### src/rtl/apb_pkg.sv
// Shared APB types: FSM state encoding, command record and response record.
package apb_pkg;

   localparam int APB_ADDR_W = 8;
   localparam int APB_DATA_W = 8;

   typedef enum logic [1:0] {
      IDLE   = 2'd0,
      SETUP  = 2'd1,
      ACCESS = 2'd2,
      RESP   = 2'd3
   } apb_state_e;

   typedef struct packed {
      logic                  write;
      logic [APB_ADDR_W-1:0] addr;
      logic [APB_DATA_W-1:0] wdata;
   } apb_cmd_t;

   typedef struct packed {
      logic [APB_DATA_W-1:0] rdata;
      logic                  err;
      logic                  timeout;
   } apb_rsp_t;

endpackage

### src/rtl/apb_master_if.sv
// Command/response and APB bus bundle for apb_master; master = requester view.
interface apb_master_if #(
   parameter int ADDR_W = 8,
   parameter int DATA_W = 8
) ();

   // Handshakes: a beat transfers on a rising pclk where valid & ready are both 1;
   // once raised, valid and its payload stay stable until that transfer edge.
   logic              cmd_valid;
   logic              cmd_ready;
   logic              cmd_write;
   logic [ADDR_W-1:0] cmd_addr;
   logic [DATA_W-1:0] cmd_wdata;

   logic              rsp_valid;
   logic              rsp_ready;
   logic [DATA_W-1:0] rsp_rdata;
   logic              rsp_err;
   logic              rsp_timeout;

   logic              psel;
   logic              penable;
   logic              pwrite;
   logic [ADDR_W-1:0] paddr;
   logic [DATA_W-1:0] pwdata;
   logic              pready;
   logic              pslverr;
   logic [DATA_W-1:0] prdata;

   modport master (
      input  cmd_valid, cmd_write, cmd_addr, cmd_wdata, rsp_ready,
      input  pready, pslverr, prdata,
      output cmd_ready, rsp_valid, rsp_rdata, rsp_err, rsp_timeout,
      output psel, penable, pwrite, paddr, pwdata
   );

   modport slave (
      output cmd_valid, cmd_write, cmd_addr, cmd_wdata, rsp_ready,
      output pready, pslverr, prdata,
      input  cmd_ready, rsp_valid, rsp_rdata, rsp_err, rsp_timeout,
      input  psel, penable, pwrite, paddr, pwdata
   );

endinterface

### src/rtl/apb_master.sv
// Single-outstanding APB requester: one command -> one SETUP+ACCESS transfer -> one response.
// Optional ACCESS timeout abort is built when APB_TIMEOUT_EN is defined.
module apb_master
   import apb_pkg::*;
#(
   parameter int ADDR_W         = APB_ADDR_W,
   parameter int DATA_W         = APB_DATA_W,
   parameter int TIMEOUT_CYCLES = 16
) (
   input  logic         pclk,
   input  logic         preset_n,
   apb_master_if.master bus,
   output apb_state_e   dbg_state
);

   apb_state_e        state_q, state_d;
   logic              psel_q, psel_d;
   logic              penable_q, penable_d;
   logic              pwrite_q, pwrite_d;
   logic [ADDR_W-1:0] paddr_q, paddr_d;
   logic [DATA_W-1:0] pwdata_q, pwdata_d;
   logic              rsp_valid_q, rsp_valid_d;
   logic [DATA_W-1:0] rsp_rdata_q, rsp_rdata_d;
   logic              rsp_err_q, rsp_err_d;

`ifdef APB_TIMEOUT_EN
   localparam int CNT_W = $clog2(TIMEOUT_CYCLES + 1);
   logic [CNT_W-1:0] to_cnt_q, to_cnt_d;
   logic             rsp_timeout_q, rsp_timeout_d;
   logic             to_hit;

   // The current ACCESS cycle is the last allowed one without pready.
   assign to_hit = (to_cnt_q == CNT_W'(TIMEOUT_CYCLES - 1));
`endif

   always_comb begin
      state_d     = state_q;
      psel_d      = psel_q;
      penable_d   = penable_q;
      pwrite_d    = pwrite_q;
      paddr_d     = paddr_q;
      pwdata_d    = pwdata_q;
      rsp_valid_d = rsp_valid_q;
      rsp_rdata_d = rsp_rdata_q;
      rsp_err_d   = rsp_err_q;
`ifdef APB_TIMEOUT_EN
      to_cnt_d      = to_cnt_q;
      rsp_timeout_d = rsp_timeout_q;
`endif
      case (state_q)
         IDLE: begin
            if (bus.cmd_valid) begin
               state_d   = SETUP;
               psel_d    = 1'b1;
               penable_d = 1'b0;
               pwrite_d  = bus.cmd_write;
               paddr_d   = bus.cmd_addr;
               pwdata_d  = bus.cmd_wdata;
            end
         end
         SETUP: begin
            state_d   = ACCESS;
            penable_d = 1'b1;
`ifdef APB_TIMEOUT_EN
            to_cnt_d  = '0;
`endif
         end
         ACCESS: begin
            // pready takes priority over a timeout that expires on the same cycle.
            if (bus.pready) begin
               state_d     = RESP;
               psel_d      = 1'b0;
               penable_d   = 1'b0;
               rsp_valid_d = 1'b1;
               rsp_rdata_d = pwrite_q ? '0 : bus.prdata;
               rsp_err_d   = bus.pslverr;
`ifdef APB_TIMEOUT_EN
               rsp_timeout_d = 1'b0;
            end else if (to_hit) begin
               state_d       = RESP;
               psel_d        = 1'b0;
               penable_d     = 1'b0;
               rsp_valid_d   = 1'b1;
               rsp_rdata_d   = '0;
               rsp_err_d     = 1'b1;
               rsp_timeout_d = 1'b1;
            end else begin
               to_cnt_d = to_cnt_q + 1'b1;
`endif
            end
         end
         RESP: begin
            if (bus.rsp_ready) begin
               state_d     = IDLE;
               rsp_valid_d = 1'b0;
            end
         end
         default: state_d = IDLE;
      endcase
   end

   always_ff @(posedge pclk or negedge preset_n) begin
      if (!preset_n) begin
         state_q     <= IDLE;
         psel_q      <= 1'b0;
         penable_q   <= 1'b0;
         pwrite_q    <= 1'b0;
         paddr_q     <= '0;
         pwdata_q    <= '0;
         rsp_valid_q <= 1'b0;
         rsp_rdata_q <= '0;
         rsp_err_q   <= 1'b0;
`ifdef APB_TIMEOUT_EN
         to_cnt_q      <= '0;
         rsp_timeout_q <= 1'b0;
`endif
      end else begin
         state_q     <= state_d;
         psel_q      <= psel_d;
         penable_q   <= penable_d;
         pwrite_q    <= pwrite_d;
         paddr_q     <= paddr_d;
         pwdata_q    <= pwdata_d;
         rsp_valid_q <= rsp_valid_d;
         rsp_rdata_q <= rsp_rdata_d;
         rsp_err_q   <= rsp_err_d;
`ifdef APB_TIMEOUT_EN
         to_cnt_q      <= to_cnt_d;
         rsp_timeout_q <= rsp_timeout_d;
`endif
      end
   end

   // Gated by reset so every output reads 0 while preset_n is low.
   assign bus.cmd_ready = preset_n && (state_q == IDLE);
   assign bus.psel      = psel_q;
   assign bus.penable   = penable_q;
   assign bus.pwrite    = pwrite_q;
   assign bus.paddr     = paddr_q;
   assign bus.pwdata    = pwdata_q;
   assign bus.rsp_valid = rsp_valid_q;
   assign bus.rsp_rdata = rsp_rdata_q;
   assign bus.rsp_err   = rsp_err_q;
`ifdef APB_TIMEOUT_EN
   assign bus.rsp_timeout = rsp_timeout_q;
`else
   assign bus.rsp_timeout = 1'b0;
`endif
   assign dbg_state = state_q;

endmodule
### src/flat_wrapper.sv
// flat-port wrapper written by rule: the top's interface ports become plain ports
module apb_master_flat import apb_pkg::*;
#(
   parameter int ADDR_W         = APB_ADDR_W,
   parameter int DATA_W         = APB_DATA_W,
   parameter int TIMEOUT_CYCLES = 16
)
  (pclk, preset_n, dbg_state, bus_cmd_valid, bus_cmd_write, bus_cmd_addr, bus_cmd_wdata, bus_rsp_ready, bus_pready, bus_pslverr, bus_prdata, bus_cmd_ready, bus_rsp_valid, bus_rsp_rdata, bus_rsp_err, bus_rsp_timeout, bus_psel, bus_penable, bus_pwrite, bus_paddr, bus_pwdata);
  apb_master_if #(.ADDR_W(ADDR_W), .DATA_W(DATA_W)) bus_i ();
  input  logic pclk;
  input  logic preset_n;
  output apb_state_e dbg_state;
  input wire logic [$bits(bus_i.cmd_valid)-1:0] bus_cmd_valid;
  input wire logic [$bits(bus_i.cmd_write)-1:0] bus_cmd_write;
  input wire logic [$bits(bus_i.cmd_addr)-1:0] bus_cmd_addr;
  input wire logic [$bits(bus_i.cmd_wdata)-1:0] bus_cmd_wdata;
  input wire logic [$bits(bus_i.rsp_ready)-1:0] bus_rsp_ready;
  input wire logic [$bits(bus_i.pready)-1:0] bus_pready;
  input wire logic [$bits(bus_i.pslverr)-1:0] bus_pslverr;
  input wire logic [$bits(bus_i.prdata)-1:0] bus_prdata;
  output wire logic [$bits(bus_i.cmd_ready)-1:0] bus_cmd_ready;
  output wire logic [$bits(bus_i.rsp_valid)-1:0] bus_rsp_valid;
  output wire logic [$bits(bus_i.rsp_rdata)-1:0] bus_rsp_rdata;
  output wire logic [$bits(bus_i.rsp_err)-1:0] bus_rsp_err;
  output wire logic [$bits(bus_i.rsp_timeout)-1:0] bus_rsp_timeout;
  output wire logic [$bits(bus_i.psel)-1:0] bus_psel;
  output wire logic [$bits(bus_i.penable)-1:0] bus_penable;
  output wire logic [$bits(bus_i.pwrite)-1:0] bus_pwrite;
  output wire logic [$bits(bus_i.paddr)-1:0] bus_paddr;
  output wire logic [$bits(bus_i.pwdata)-1:0] bus_pwdata;
  assign bus_i.cmd_valid = bus_cmd_valid;
  assign bus_i.cmd_write = bus_cmd_write;
  assign bus_i.cmd_addr = bus_cmd_addr;
  assign bus_i.cmd_wdata = bus_cmd_wdata;
  assign bus_i.rsp_ready = bus_rsp_ready;
  assign bus_i.pready = bus_pready;
  assign bus_i.pslverr = bus_pslverr;
  assign bus_i.prdata = bus_prdata;
  assign bus_cmd_ready = bus_i.cmd_ready;
  assign bus_rsp_valid = bus_i.rsp_valid;
  assign bus_rsp_rdata = bus_i.rsp_rdata;
  assign bus_rsp_err = bus_i.rsp_err;
  assign bus_rsp_timeout = bus_i.rsp_timeout;
  assign bus_psel = bus_i.psel;
  assign bus_penable = bus_i.penable;
  assign bus_pwrite = bus_i.pwrite;
  assign bus_paddr = bus_i.paddr;
  assign bus_pwdata = bus_i.pwdata;
  apb_master #(.ADDR_W(ADDR_W), .DATA_W(DATA_W), .TIMEOUT_CYCLES(TIMEOUT_CYCLES)) u_core (.pclk(pclk), .preset_n(preset_n), .bus(bus_i), .dbg_state(dbg_state));
endmodule
### config.mk
export PLATFORM = sky130hd
export DESIGN_NAME = apb_master_flat
export DESIGN_NICKNAME = d
export VERILOG_FILES = /design/src/rtl/apb_pkg.sv /design/src/rtl/apb_master_if.sv /design/src/rtl/apb_master.sv /design/src/flat_wrapper.sv
export SDC_FILE = /design/constraint.sdc
export NUM_CORES = 1
export LEC_CHECK = 0
export CORE_MARGIN = 2
export CORE_UTILIZATION = 41
export DETAILED_ROUTE_END_ITERATION = 8
export HOLD_SLACK_MARGIN = 0.08
export PLACE_DENSITY = 0.91
export SYNTH_ARGS = -nofsm -noshare
export SYNTH_HDL_FRONTEND = slang
export SYNTH_SLANG_ARGS = --single-unit
export TNS_END_PERCENT = 5
### constraint.sdc
create_clock -name pclk -period 1.75 [get_ports pclk]
set_input_delay 0.35 -clock pclk [delete_from_list [all_inputs] [get_ports pclk]]
set_output_delay 0.35 -clock pclk [all_outputs]
set_load 0.005 [all_outputs]
==> out/summary.md, run 1 <==
The dominant synthesized flop cell was sky130_fd_sc_hd__dfrtp_1. Placed cell area: 2110 um^2. The maximum vdd ir drop was 0.7919 mV. STA classifies the critical path endpoint as a primary output. Die extent in x: 62.18 um.

The detailed router finished its first iteration with 42 violations. Summing all non-filler instances in the final layout gives an area of 2167 um^2. The clock skew is 0.005455 ns. No sink is reached through more buffers than the 2 on the longest clock path.

In this run, synthesis inferred 0 flip-flops with an integrated enable. In this run the static leakage power is 0.9904 nW. Maximum level of the CTS H-tree: 2. Measured along the y axis, the die boundary spans 62.18 um.

The remaining antenna violation count was 0. The min-delay analysis places its worst path in the category in -> async. Setup repair after global routing left no endpoint under its margin. The type of origin of the critical path was a flop.

The die outline area is 3866 um^2, and the critical path data arrival time is 1.34 ns. After synthesis the netlist holds a flip-flop and latch count of 31. The total number of vias was 1,048. The region available for standard cell placement spans 3284 um^2.

The run gives 1.40 ns as the required time of the critical path. The async set-or-reset flop fraction in the synthesized netlist was 1.000; the number of inserted filler cells in the final layout was 265. After floorplanning, the core was divided into 21 placement rows. The number of CTS-inserted buffers was 5; the power density relative to cell area was 1663 nW/um^2.

Multi-input logic area: 575.6 um^2. The count of yosys warnings during synthesis is 0. Counting every instance in the synthesized netlist gives 103.

Along the worst path, the maximum fanout reaches 4. The fraction of final layout cells sized beyond drive strength 1 is 0.2056. The total DRC errors in the routed layout is 0. The critical path in this run is classified as reg -> out. Share of the clock period used by the worst path after layout: 0.9676. The initial antenna violation count came out at 0. The cell at the root of the clock tree was sky130_fd_sc_hd__clkbuf_4. Minimum clock period after layout: 1.693 ns. The logs give 215 for the number of nets at the end of the flow and 5602 um for the global-route wire length before repair.

The run gives 0 as the number of max-slew violations in the final report. In the final routed layout, each cell accounts on average for 14.57 um. The tools report the starting density of the core as 0.4225. Before antenna repair, the detailed router went through 4 iterations. The total setup violations reported at the end of the flow is 0, and the sum of net half-perimeters after detailed placement is 2478 um. Global routing usage summed across all routing layers: 0.1873. After synthesis the cells add up to 1388 um^2. Counting distinct cell types in the post-synthesis netlist gives 23. Counting every net in the synthesized netlist gives 139. Entering global routing, the biggest net connects 32 pins. The post-detailed-route via-to-cell ratio was 4.637; the clock slew at the register clock pins of the worst setup and hold paths was 0.10 ns. The area growth from synthesis to layout is 56.18%.

Number of buffers inserted by port buffering: 62. Dividing the synthesized area by the synthesized cell count gives 13.47 um^2. The library cell used most frequently in the layout, excluding fill and tap cells, is sky130_fd_sc_hd__clkdlybuf4s50_1. The clock insertion delay at the later pin of the skew report was 0.33 ns; the number of global-route vias before repair was 1,157.

The sequential cell area in the final layout came out at 775.7 um^2. TritonCTS built the clock tree. The tool flagged a number of max-cap violations equal to 0. On the final layout, the worst hold slack is 0.4756 ns. The tree built by TritonCTS fans out to 31 sinks. The leftover overflow at the end of global routing was 0; the placer's final routability congestion estimate was 0.8322. After clock tree synthesis, the flow added hold-fix buffers numbering 0. 64 I/O pins were placed. The run gives 0 as the number of endpoints with negative hold slack in the final report.

The number of antenna diodes in the final layout is 0. In the layout the commonest cells are sky130_fd_sc_hd__clkdlybuf4s50_1 (60), sky130_fd_sc_hd__dfrtp_1 (31), sky130_fd_sc_hd__mux2_4 (11), sky130_fd_sc_hd__buf_4 (10). The run finished with clean final reports. Wire length reported by the detailed router: 3292 um.

The sequential cell area fraction in the yosys report came out at 0.5591. For the top achievable clock speed, the log shows 590.5 MHz.
## cells in the mapped netlist (2+ instances only)
| cell | n | area share |
|---|---|---|
| sky130_fd_sc_hd__dfrtp_1 | 31 | 0.56 |
| sky130_fd_sc_hd__mux2_4 | 11 | 0.12 |
| sky130_fd_sc_hd__nand2_1 | 9 | 0.024 |
| sky130_fd_sc_hd__nand2b_1 | 9 | 0.041 |
| sky130_fd_sc_hd__o21ai_1 | 8 | 0.029 |
| sky130_fd_sc_hd__mux2_1 | 6 | 0.049 |
| sky130_fd_sc_hd__ha_1 | 5 | 0.045 |
| sky130_fd_sc_hd__inv_1 | 3 | 0.0081 |
| sky130_fd_sc_hd__mux2_2 | 3 | 0.024 |
| sky130_fd_sc_hd__o21ai_0 | 3 | 0.011 |
| sky130_fd_sc_hd__mux2i_1 | 2 | 0.014 |
| sky130_fd_sc_hd__nor2_1 | 2 | 0.0054 |
## area by class of cell
| class | instances | share of cell area |
|---|---|---|
| Clock buffer | 7 | 0.02079 |
| Timing Repair Buffer | 72 | 0.3199 |
| Multi-Input combinational cell | 65 | 0.2656 |
| Sequential cell | 31 | 0.3580 |
| Inverter | 4 | 0.006928 |
| Clock inverter | 1 | 0.002309 |
| Tap cell | 46 | 0.02656 |
## per-stage QoR
step                      std cells  TNS (ns)  setup WS, ns  power (mW)  utilization
final                           226         0       0.05664       3.604       0.6598
after global routing            226         0       0.01922       3.851       0.6598
after CTS                       226         0       0.02273       3.638       0.6590
after detailed placement        217  -0.09191      -0.07605       3.211       0.6423
after global placement          217   -0.1050       -0.1050       3.121       0.6423
after floorplan                 103         0        0.2000       2.139            -
## critical path: stages (launching register included)
cell and delay (ns):
sky130_fd_sc_hd__dfrtp_1 0.38, sky130_fd_sc_hd__buf_4 0.15, sky130_fd_sc_hd__clkdlybuf4s50_1 0.50
## routing by layer
layer,routed length [um],track usage
met5,0,0
met4,98,0.09444
met3,200,0.05254
met2,1698,0.3274
met1,1295,0.2088
## registers in the layout (all words and copies together), names as in the netlist
| register | cells |
|---|---|
| u_core.dbg_state | 2 |
| u_core.bus.psel | 1 |
| u_core.bus.rsp_valid | 1 |
| u_core.bus.rsp_err | 1 |
| u_core.bus.penable | 1 |
| u_core.bus.rsp_rdata | 8 |
| u_core.bus.pwdata | 8 |
| u_core.bus.pwrite | 1 |
| u_core.bus.paddr | 8 |
## cell families (layout without fill, tap and decap cells)
group,Yosys count,count (layout),synth area share
AOI/OAI and AO/OA,14,14,0.06853
adders and majority gates,5,5,0.04509
buffers and inverters,7,84,0.02795
DFF,31,31,0.5591
other,1,1,0.002703
muxes,22,22,0.2065
and+or+nand+nor,23,23,0.09017
## path summary, 6_finish.rpt
check | from | to | slack (ns) | cells past startpoint
worst max-delay path | u_core.dbg_state[1]$_DFFE_PN0P_ | dbg_state[1] | 0.06 | 2
worst min-delay path | preset_n | u_core.bus.pwdata[5]$_DFFE_PN0P_ | 0.48 | 2
worst max register to register | u_core.dbg_state[0]$_DFFE_PN0P_ | u_core.dbg_state[1]$_DFFE_PN0P_ | 0.08 | 5
worst min register to register | u_core.bus.paddr[4]$_DFFE_PN0P_ | u_core.bus.paddr[4]$_DFFE_PN0P_ | 0.50 | 1
max in group asynchronous | preset_n | u_core.bus.paddr[6]$_DFFE_PN0P_ | 0.99 | 2
min in group pclk | u_core.bus.paddr[4]$_DFFE_PN0P_ | u_core.bus.paddr[4]$_DFFE_PN0P_ | 0.50 | 1
## report_power, final
part,switching (mW),internal [mW]
Sequential,0.194,1.07
Combinational,0.670,1.27
Clock,0.243,0.156
## repair_timing
action | in CTS | in global routing
setup buffers | 1 | 0
resized for setup | 4 | 1
endpoints found under the setup margin | 1 | 1
(Power assumes the default switching activity.)
==> run 2: changes to the inputs <==
--- a/config.mk
+++ b/config.mk
@@ -6,10 +6,12 @@
 export NUM_CORES = 1
 export LEC_CHECK = 0
 export CORE_MARGIN = 2
-export CORE_UTILIZATION = 41
+export CORE_UTILIZATION = 55
+export CTS_CLUSTER_SIZE = 24
 export DETAILED_ROUTE_END_ITERATION = 8
+export DONT_BUFFER_PORTS = 1
 export HOLD_SLACK_MARGIN = 0.08
-export PLACE_DENSITY = 0.91
+export PLACE_DENSITY = 0.81
 export SYNTH_ARGS = -nofsm -noshare
 export SYNTH_HDL_FRONTEND = slang
 export SYNTH_SLANG_ARGS = --single-unit
==> run 2 against run 1 <==
  * Count of clock-buffer cells in the layout unchanged
  * Hold slack worse by 0.33 ns
  * Combinational power down 46%
  * Non-clock buffer count shrank 68
  * Largest power group is now sequential cells
  * Flip-flop and latch count did not move
  * Largest cell class unchanged
  * Power shrank 22%
==> out/summary.md, run 2 (synthesized netlist as in run 1, its figures left out) <==
The first TritonRoute pass finished after 4 iterations. The H-tree was split into 2 levels. TritonCTS created 5 clock buffers.

The kind of capture point of the worst setup path is a primary output. In the routed layout, each cell is associated on average with a via count of 5.601. The number of placement rows is 18.

Top achievable clock speed: 612.2 MHz. The setup TNS after final layout was 0 ns; the vertical die dimension was 54.23 um. The global routing usage summed across all routing layers came out at 0.1966.

Pin placement for this block handled 64 I/O pins. The run gives 0.1673 ns as the pre-CTS setup slack. The share of the clock period used by the worst path after layout was 0.9335; the count of placed standard cells including taps was 132.

Data on the critical path arrives at its endpoint at 1.28 ns. At the end of the flow, the number of nets in the layout was 147. The finished cells cover 1511 um^2.

Setup repair after global routing left no endpoint under its margin. The area of the core came out at 2432 um^2. Once layout is complete, the cells apart from fillers number 143. Starting density of the core: 0.5705. The flow ran to the end, and the final reports show no timing, DRC or antenna violations. The leakage power summed over all cells was 0.7233 nW; the clock insertion delay at the later pin of the skew report was 0.33 ns. Detailed placement ended at an HPWL of 1859 um. For the count of maximum capacitance violations, the log shows 0. Setup violations remaining at the end of the flow were counted as 0.

The clock net in this run drives a total of 31 sinks. From synthesis to final layout, the design area changed by 8.927%. For the final database, setup skew stands at 0.005997 ns.

The type of the setup path with the least slack is reg -> out. The logs give 0.1165 ns for the worst setup margin and 1.131 mV for the maximum vdd ir drop. The number of buffers inserted by port buffering is 0. The library cells used most frequently in the layout, excluding fill and tap cells, are sky130_fd_sc_hd__dfrtp_1 (31), sky130_fd_sc_hd__mux2_4 (11), sky130_fd_sc_hd__nand2_1 (9), sky130_fd_sc_hd__nand2b_1 (9), sky130_fd_sc_hd__o21ai_1 (8). The run gives 0 as the leftover overflow at the end of global routing. The largest fanout on the critical path works out to 5.

The worst setup path is launched from a flop. The tools report the number of global-route vias before repair as 856. The first global-routing pass estimated 3822 um of wire. The root buffer cell chosen for the clock tree is sky130_fd_sc_hd__clkbuf_4.

In this run the remaining antenna-violating nets after routing total 0. The tools report the share of the core filled with cells in the final layout as 0.6214. The floorplan step defined a die boundary enclosing 2941 um^2. For this run, design rule violations remaining after detail routing come to 0. No sink is reached through more buffers than the 2 on the longest clock path.

The first routing iteration left 7 violations. Clock-pin slew was measured on the worst setup and hold paths at 0.09 ns. Detailed routing inserted a total of 801 vias. For the placer's final routability congestion estimate, the log shows 0.8370. At the worst endpoint, the required time is 1.40 ns.

For the wire length reported by the detailed router, the log shows 2711 um. The class of the tightest hold or removal check was in -> reg. The tools report the initial antenna violation count as 1.

In the final routed layout, each cell accounts on average for 18.96 um. The most common cell after layout, fill and taps aside is sky130_fd_sc_hd__dfrtp_1. The floorplan step set the die width to 54.23 um. The fraction of final layout cells sized beyond drive strength 1 was 0.2500. The number of max-slew violations in the final report was 0. The placed instances occupy a cell area of 1416 um^2.

The largest net degree at the start of global routing came out at 32. TritonCTS built the clock tree. The number of endpoints with negative hold slack in the final report was 0. The power density relative to cell area is 1855 nW/um^2, and the minimum clock period after layout is 1.634 ns.
[run 2: per-stage QoR]
| stage | hold WS, ns | power, mW |
|---|---|---|
| after global routing | 0.1245 | 3.020 |
| after detailed placement | 0.05509 | 2.365 |
| after global placement | 0.05502 | 2.288 |
| after floorplan | 0.05441 | 2.139 |
| after CTS | 0.1316 | 2.790 |
| final | 0.1467 | 2.803 |
[run 2: final timing paths]
kind                                                             to  cells past startpoint  slack [ns]                           startpoint
worst max-delay path                                  bus_cmd_ready                      3        0.12      u_core.dbg_state[1]$_DFFE_PN0P_
worst min-delay path                  u_core.bus.pwrite$_DFFE_PN0P_                      1        0.15                        bus_cmd_write
worst max register to register      u_core.dbg_state[1]$_DFFE_PN0P_                      5        0.13      u_core.dbg_state[0]$_DFFE_PN0P_
worst min register to register  u_core.bus.rsp_rdata[2]$_DFFE_PN0P_                      2        0.53  u_core.bus.rsp_rdata[2]$_DFFE_PN0P_
max in group asynchronous          u_core.bus.pwdata[7]$_DFFE_PN0P_                      2        1.13                             preset_n
min in group asynchronous          u_core.bus.pwdata[4]$_DFFE_PN0P_                      2        0.46                             preset_n
[run 2: worst max-delay path, stage by stage, from the launching register on]
cell	delay [ns]
sky130_fd_sc_hd__dfrtp_1	0.45
sky130_fd_sc_hd__inv_1	0.17
sky130_fd_sc_hd__ha_4	0.19
sky130_fd_sc_hd__and2_1	0.15
[run 2: layout make-up]
| type | instances | area [um^2] |
|---|---|---|
| timing repair buffer | 4 | 45.04 |
| multi-input combinational | 65 | 585.6 |
| clock buffer | 7 | 45.04 |
| clock inverter | 1 | 5.005 |
| fill | 216 | 920.9 |
| tap | 30 | 37.54 |
| sequential | 31 | 775.7 |
| antenna | 1 | 2.502 |
| inverter | 4 | 15.01 |
[run 2: power breakdown]
part / leakage (nW) / switching [mW] / internal, mW
combinational: 0.322 / 0.433 / 0.602
clock: 0.0293 / 0.234 / 0.156
sequential: 0.372 / 0.307 / 1.07
total: 0.723 / 0.973 / 1.83
[run 2: layer usage]
metal	track usage	up-vias	routed length, um
met2	0.3293	43	1356
li1	-	362	-
met4	0.07500	0	41
met5	0	-	0
met1	0.2083	389	1029
met3	0.1038	7	284
[run 2: timing repair]
| action | 4_1_cts | 5_1_grt |
|---|---|---|
| setup buffers | 0 | 0 |
| endpoints found under the setup margin | 0 | 1 |
| hold buffers | 2 | 0 |
| hold endpoints to repair | 31 | 0 |
| gates resized for setup | 0 | 2 |
==> run 3: changes to the inputs <==
--- a/config.mk
+++ b/config.mk
@@ -5,13 +5,14 @@
 export SDC_FILE = /design/constraint.sdc
 export NUM_CORES = 1
 export LEC_CHECK = 0
+export CELL_PAD_IN_SITES_DETAIL_PLACEMENT = 1
+export CELL_PAD_IN_SITES_GLOBAL_PLACEMENT = 2
 export CORE_MARGIN = 2
-export CORE_UTILIZATION = 55
-export CTS_CLUSTER_SIZE = 24
+export CORE_UTILIZATION = 38
 export DETAILED_ROUTE_END_ITERATION = 8
 export DONT_BUFFER_PORTS = 1
 export HOLD_SLACK_MARGIN = 0.08
-export PLACE_DENSITY = 0.81
+export PLACE_DENSITY = 0.88
 export SYNTH_ARGS = -nofsm -noshare
 export SYNTH_HDL_FRONTEND = slang
 export SYNTH_SLANG_ARGS = --single-unit
==> run 3 against run 2 <==
  * Register-to-register slack is essentially flat
  * Highest routed layer unchanged
  * Cell area grew 0.99%
  * Flip-flop and latch count is the same
==> out/summary.md, run 3 (synthesized netlist as in run 1, its figures left out) <==
The share of total power in sequential cells was 0.494. Measured in cells, the most critical reg-to-reg path has a length of 5. The final layout contains 147 nets.

The H-tree generated during clock tree synthesis spans 2 levels. Input and output buffers added on the ports amount to 0. In this run the most used layer during global routing was met2. In the final layout, the multi-input gates occupy 575.6 um^2. TritonCTS built the clock tree. The logs give 0.07118 for the met3 global-route usage and 0 for the number of max-slew violations in the final report. Summing all non-filler instances in the final layout gives an area of 1526 um^2.

Across all layers, the routed design uses 803 vias. Number of stages on the worst hold path: 1. The power density relative to cell area is 1848 nW/um^2, and the number of clock sinks is 31. Setup violations remaining at the end of the flow were counted as 0.

The placer's final routability congestion estimate is 0.7295, and the number of endpoints with negative hold slack in the final report is 0. The flow ran to the end, and the final reports show no timing, DRC or antenna violations. Cell internal power was estimated by the tool at 1.836 mW. The met1 usage in global routing was 0.1791; the number of CTS-inserted buffers was 5. The leakage power summed over all cells was 0.7255 nW; the number of placement rows was 21.

For the share of power burned in the clock network, the log shows 0.150. The number of buffers and inverters on the critical path is 1. For the worst setup path, the data arrival time is 1.32 ns. The largest single stage delay on the critical path is 0.45 ns. Using the TritonRoute via totals, the vias-per-cell ratio works out to 5.115. The tools report the met2 usage as 0.2630.

The cell with the biggest individual delay on the critical path is sky130_fd_sc_hd__dfrtp_2. Setup repair after global routing left no endpoint under its margin. The type of the setup path with the least slack was reg -> out. The clock insertion delay at the later pin of the skew report is 0.33 ns, and the top achievable clock speed is 599.1 MHz. The global-route wire length before repair is 4871 um, and the proportion of total power due to net switching is 0.3493.

The share of the clock period used by the worst path after layout came out at 0.9538. The routed wirelength normalized by instance count is 19.27 um, and the number of global-route vias before repair is 896. The global routing usage summed across all routing layers is 0.1589. The number of inserted filler cells in the final layout was 371.

In the layout the commonest cells are sky130_fd_sc_hd__dfrtp_1 (30), sky130_fd_sc_hd__mux2_4 (11), sky130_fd_sc_hd__nand2_1 (9), sky130_fd_sc_hd__nand2b_1 (9), sky130_fd_sc_hd__o21ai_1 (8). In this run the critical register-to-register path is captured at u_core.dbg_state[1]$_DFFE_PN0P_. The total DRC errors in the routed layout came out at 0.

The worst setup path is captured at a primary output. The total overflow left after global routing is 0. On the final layout, the worst hold slack is 0.1516 ns. Entering global routing, the biggest net connects 32 pins.

The placed cell area was 1436 um^2. The cell at the root of the clock tree is sky130_fd_sc_hd__clkbuf_4. For the initial antenna violation count, the log shows 0. Cell family contributing the most delay on the critical path: flip-flops.

The endpoint of the worst hold path was u_core.bus.paddr[6]$_DFFE_PN0P_. The signal on the critical path passes through inv_1 -> ha_2 -> and2_1. The run gives 36 as the DRC violation total after the first TritonRoute iteration. The setup TNS after final layout is 0 ns, and the required time of the critical path is 1.40 ns.

For the wire length reported by the detailed router, the log shows 3025 um. Between clock sinks in the finished design, the worst skew comes to 0.005555 ns. The combinational group share of total power was 0.356; the starting density of the core was 0.4062. The startpoint identified for the worst register-to-register timing path is u_core.dbg_state[0]$_DFFE_PN0P_. The die extent in x is 64.43 um, and the setup slack of the worst register-to-register path is 0.14 ns.

The fraction of final layout cells sized beyond drive strength 1 was 0.2703. The tool flagged a number of max-cap violations equal to 0. 0 antenna diodes ended up in the layout. Once detail routing completed, the nets flagged for antenna violations numbered 0.

Area growth from synthesis to layout: 10.01%. After layout, the minimum clock period comes to 1.669 ns. Clock-pin slew was measured on the worst setup and hold paths at 0.09 ns. IR analysis of the VDD net gives a maximum drop of 0.7718 mV. The worst hold path begins at bus_cmd_addr[6]. The min-delay analysis places its worst path in the category in -> reg.

Along the worst path, the maximum fanout reaches 5. For this design the total switching power over the nets is 0.9855 mW. Registers take 777.0 um^2. The floorplan step defined a core boundary enclosing 3416 um^2.

The worst setup path is launched from a flop. Once detailed placement completed, the half-perimeter wirelength came to 2167 um. For the die outline area, the log shows 4151 um^2. The number of primary I/O pins is 64. Most common cell after layout, fill and taps aside: sky130_fd_sc_hd__dfrtp_1.

The clock passes through at most 2 buffers. The first detailed-routing pass ran for 4 iterations. The vertical die dimension is 64.43 um.
run 3: worst reg2reg max path, cell delays in order, from the launching register on:
cell                       delay [ns]
sky130_fd_sc_hd__dfrtp_1         0.37
sky130_fd_sc_hd__inv_1           0.10
sky130_fd_sc_hd__ha_1            0.27
sky130_fd_sc_hd__and2b_4         0.20
sky130_fd_sc_hd__a221oi_4        0.23
sky130_fd_sc_hd__mux2_4          0.33
run 3: layer usage:
layer / wire length [um] / vias up
met5: 0 / -
met4: 39 / 0
met3: 279 / 5
met2: 1589 / 39
met1: 1116 / 400
li1: - / 359
run 3: worst max path at each step:
stage	slack, ns	cells after the start	endpoint	startpoint
after floorplan	0.20	5	u_core.dbg_state[1]$_DFFE_PN0P_	u_core.dbg_state[0]$_DFFE_PN0P_
after global placement	0.22	4	u_core.bus.pwdata[7]$_DFFE_PN0P_	u_core.dbg_state[1]$_DFFE_PN0P_
after detailed placement	0.16	4	u_core.bus.paddr[7]$_DFFE_PN0P_	u_core.dbg_state[1]$_DFFE_PN0P_
after CTS	0.04	3	bus_cmd_ready	u_core.dbg_state[1]$_DFFE_PN0P_
after global routing	0.001	3	bus_cmd_ready	u_core.dbg_state[1]$_DFFE_PN0P_
final	0.08	3	bus_cmd_ready	u_core.dbg_state[1]$_DFFE_PN0P_
run 3: per-stage QoR:
stage | power (mW) | instances | worst slack (ns) | utilization
floorplan | 2.139 | 103 | 0.2000 | -
global placement | 2.313 | 148 | 0.2223 | 0.4205
detailed placement | 2.403 | 148 | 0.1577 | 0.4205
CTS | 2.865 | 157 | 0.04007 | 0.4465
global route | 3.036 | 157 | 0.001166 | 0.4469
finish | 2.821 | 157 | 0.08083 | 0.4469
run 3: final cells by class:
| cell class | instances | share of cell area |
|---|---|---|
| inverters | 4 | 0.009836 |
| repair buffers | 4 | 0.02951 |
| well taps | 46 | 0.03771 |
| clock buffers | 6 | 0.03361 |
| flip-flops and latches | 31 | 0.5090 |
| clock inverters | 1 | 0.003279 |
| multi-input cells | 65 | 0.3771 |
run 3: power groups by stage:
stage / sequential, mW / clock (mW) / combinational [mW]
CTS: 1.40 / 0.444 / 1.02
floorplan: 1.31 / 0 / 0.830
global placement: 1.39 / 0 / 0.922
global route: 1.44 / 0.474 / 1.12
finish: 1.39 / 0.424 / 1.00
detailed placement: 1.42 / 0 / 0.987
run 3: timing repair:
item | in CTS | in global routing
setup buffers | 0 | 0
setup endpoints to repair | 1 | 1
gates cloned | 0 | 0
gates resized for setup | 1 | 1
hold buffers | 2 | 0
endpoints found under the hold margin | 31 | 0
==> RTL edit: new RTL, settings of run 2 <==
The package constant `APB_DATA_W` goes from 8 to 6.
--- a/src/rtl/apb_pkg.sv
+++ b/src/rtl/apb_pkg.sv
@@ -4,3 +4,3 @@
    localparam int APB_ADDR_W = 8;
-   localparam int APB_DATA_W = 8;
+   localparam int APB_DATA_W = 6;
 
Ports: changed (resized bus_cmd_wdata, bus_prdata, bus_pwdata and bus_rsp_rdata); port bits go from 64 to 56. The function was not compared with the original's and may differ.
==> RTL edit against run 2 <==
Wire length is 23% lower; combinational power is 25% lower; utilization is 1.7 points higher; global-route usage is 2.0 points lower; final area is 15% lower; critical endpoint unchanged; largest power group unchanged; count of clock-buffer cells in the layout is 4 lower; power is 21% lower; sequential power is 14% lower; synthesized area is 14% lower; setup slack better by 0.0061 ns; sequential cell count is 4 lower; highest routed layer unchanged.
==> RTL edit: results (changes against run 2) <==
stage,metric,value,unit,change
outcome,status,completed,,unchanged
global_route,grt_use_met2,0.294,,was 0.329
global_route,first_global_vias,708,,was 856
clocking,cts.clk_slew.worst_paths,0.14,ns,was 0.09 ns
global_route,grt_pass1_wl,3260,um,was 3820 um
global_route,antenna_found_initial,0,,was 1
layout,drive_gt1_frac,0.292,,was 0.250
clocking,h-tree-depth,1,,was 2
placed_design,place_congestion,0.764,,was 0.837
detailed_routing,drtIter0Drc,3,,was 7
clocking,numCtsBuffers,3,,was 5
logic_synthesis,ys_seq_area_frac,0.568,,was 0.559
setup_path,crit_fanout,6,,was 5
logic_synthesis,synth_fp_nets,123,,was 139
layout,final_nets,129,,was 147
logic_synthesis,synth_cell_type_count,22,,was 23
global_route,grt_use_met3,0.0476,,was 0.104
global_route,grt_max_degree,28,,was 32
sta,clock.fmax,614,MHz,was 612 MHz
logic_synthesis,synthAdderAreaFrac,0.0526,,was 0.0451
sta,worst_clock_skew,0.000845,ns,was 0.00600 ns
detailed_routing,vias,660,,was 801
setup_path,slowest_delay,0.48,ns,was 0.45 ns
placed_design,place.detailed.hpwl,1570,um,was 1860 um
placed_design,post-place-ws,0.0990,ns,was 0.167 ns
pwr,ir_drop,0.00103,V,was 0.00113 V
logic_synthesis,synth_area_leaders,"dfrtp_1, mux2_2, ha_1",,"was dfrtp_1, mux2_4, mux2_1"
detailed_routing,drt_wl_total,2080,um,was 2710 um
global_route,grt.total_usage,0.177,,was 0.197
global_route,met1_usage,0.221,,was 0.208
layout,diodes,0,,was 1
logic_synthesis,synthMuxAreaShare,0.204,,was 0.206
clocking,clk_latency,0.31,ns,was 0.33 ns
setup_path,critPathSlowestCell,dfrtp_2,,was dfrtp_1
-- RTL edit: changes by cell type after synthesis, sizes merged --
cell	delta
a21oi	-1
a221oi	-1
and2b	+1
buf	-1
clkbuf	+1
dfrtp	-4
mux2	-2
mux2i	+2
nand2	-2
nand2b	-3
nor2b	+1
nor3	+2
o21ai	-5
-- RTL edit: cell type report --
cell class,instances,area (um^2)
fillers,156,724
flip-flops and latches,27,677
multi-input cells,57,479
repair buffers,4,45.0
well taps,27,33.8
clock buffers,3,22.5
inverters,4,15.0
clock inverters,1,5.00
-- RTL edit: stage by stage --
step | cells | cell area (um^2) | utilization
after global placement | 117 | 1220 | 0.608
final | 123 | 1280 | 0.638
after floorplan | 91 | 1190 | -
after CTS | 123 | 1270 | 0.636
after global routing | 123 | 1280 | 0.638
after detailed placement | 117 | 1220 | 0.608
-- RTL edit: repair_timing --
action	in CTS	in global routing
resized for setup	0	2
endpoints found under the setup margin	0	2
hold buffers	2	0
endpoints found under the hold margin	27	0
-- RTL edit: metal layers --
metal  share of wire  up-vias  wire length (um)
met3           0.082        2               171
met5               0        -                 0
met2            0.50       32              1040
li1                -      312                 -
met1            0.41      314               851
met4          0.0063        0                13
-- RTL edit: cell families after synthesis --
group,Yosys count
flops,27
compound gates,7
other cells,1
mux,22
fa+ha+maj,5
simple gates,22
buf+inv,7
-- RTL edit: worst max-delay path, delay by kind of cell, from the launching register on --
family	cells	cell delay (ns)
fa+ha+maj	1	0.23
simple gates	1	0.16
buf+inv	1	0.10
flops	1	0.48
-- RTL edit: final timing paths --
path / from / endpoint / slack [ns] / depth (start not counted)
worst max-delay path: u_core.dbg_state[1] / bus_cmd_ready / 0.12 / 3
worst min-delay path: bus_cmd_addr[1] / u_core.bus.paddr[1] / 0.17 / 1
worst max register to register: u_core.dbg_state[1] / u_core.dbg_state[1] / 0.13 / 4
worst min register to register: u_core.bus.rsp_rdata[3] / u_core.bus.rsp_rdata[3] / 0.53 / 2
max in group asynchronous: preset_n / u_core.dbg_state[1] / 1.13 / 2
min in group asynchronous: preset_n / u_core.bus.rsp_rdata[0] / 0.46 / 2
-- RTL edit: power by group --
group | switching, mW | internal [mW]
registers | 0.253 | 0.936
logic | 0.344 | 0.436
clock network | 0.172 | 0.0854
total | 0.768 | 1.46
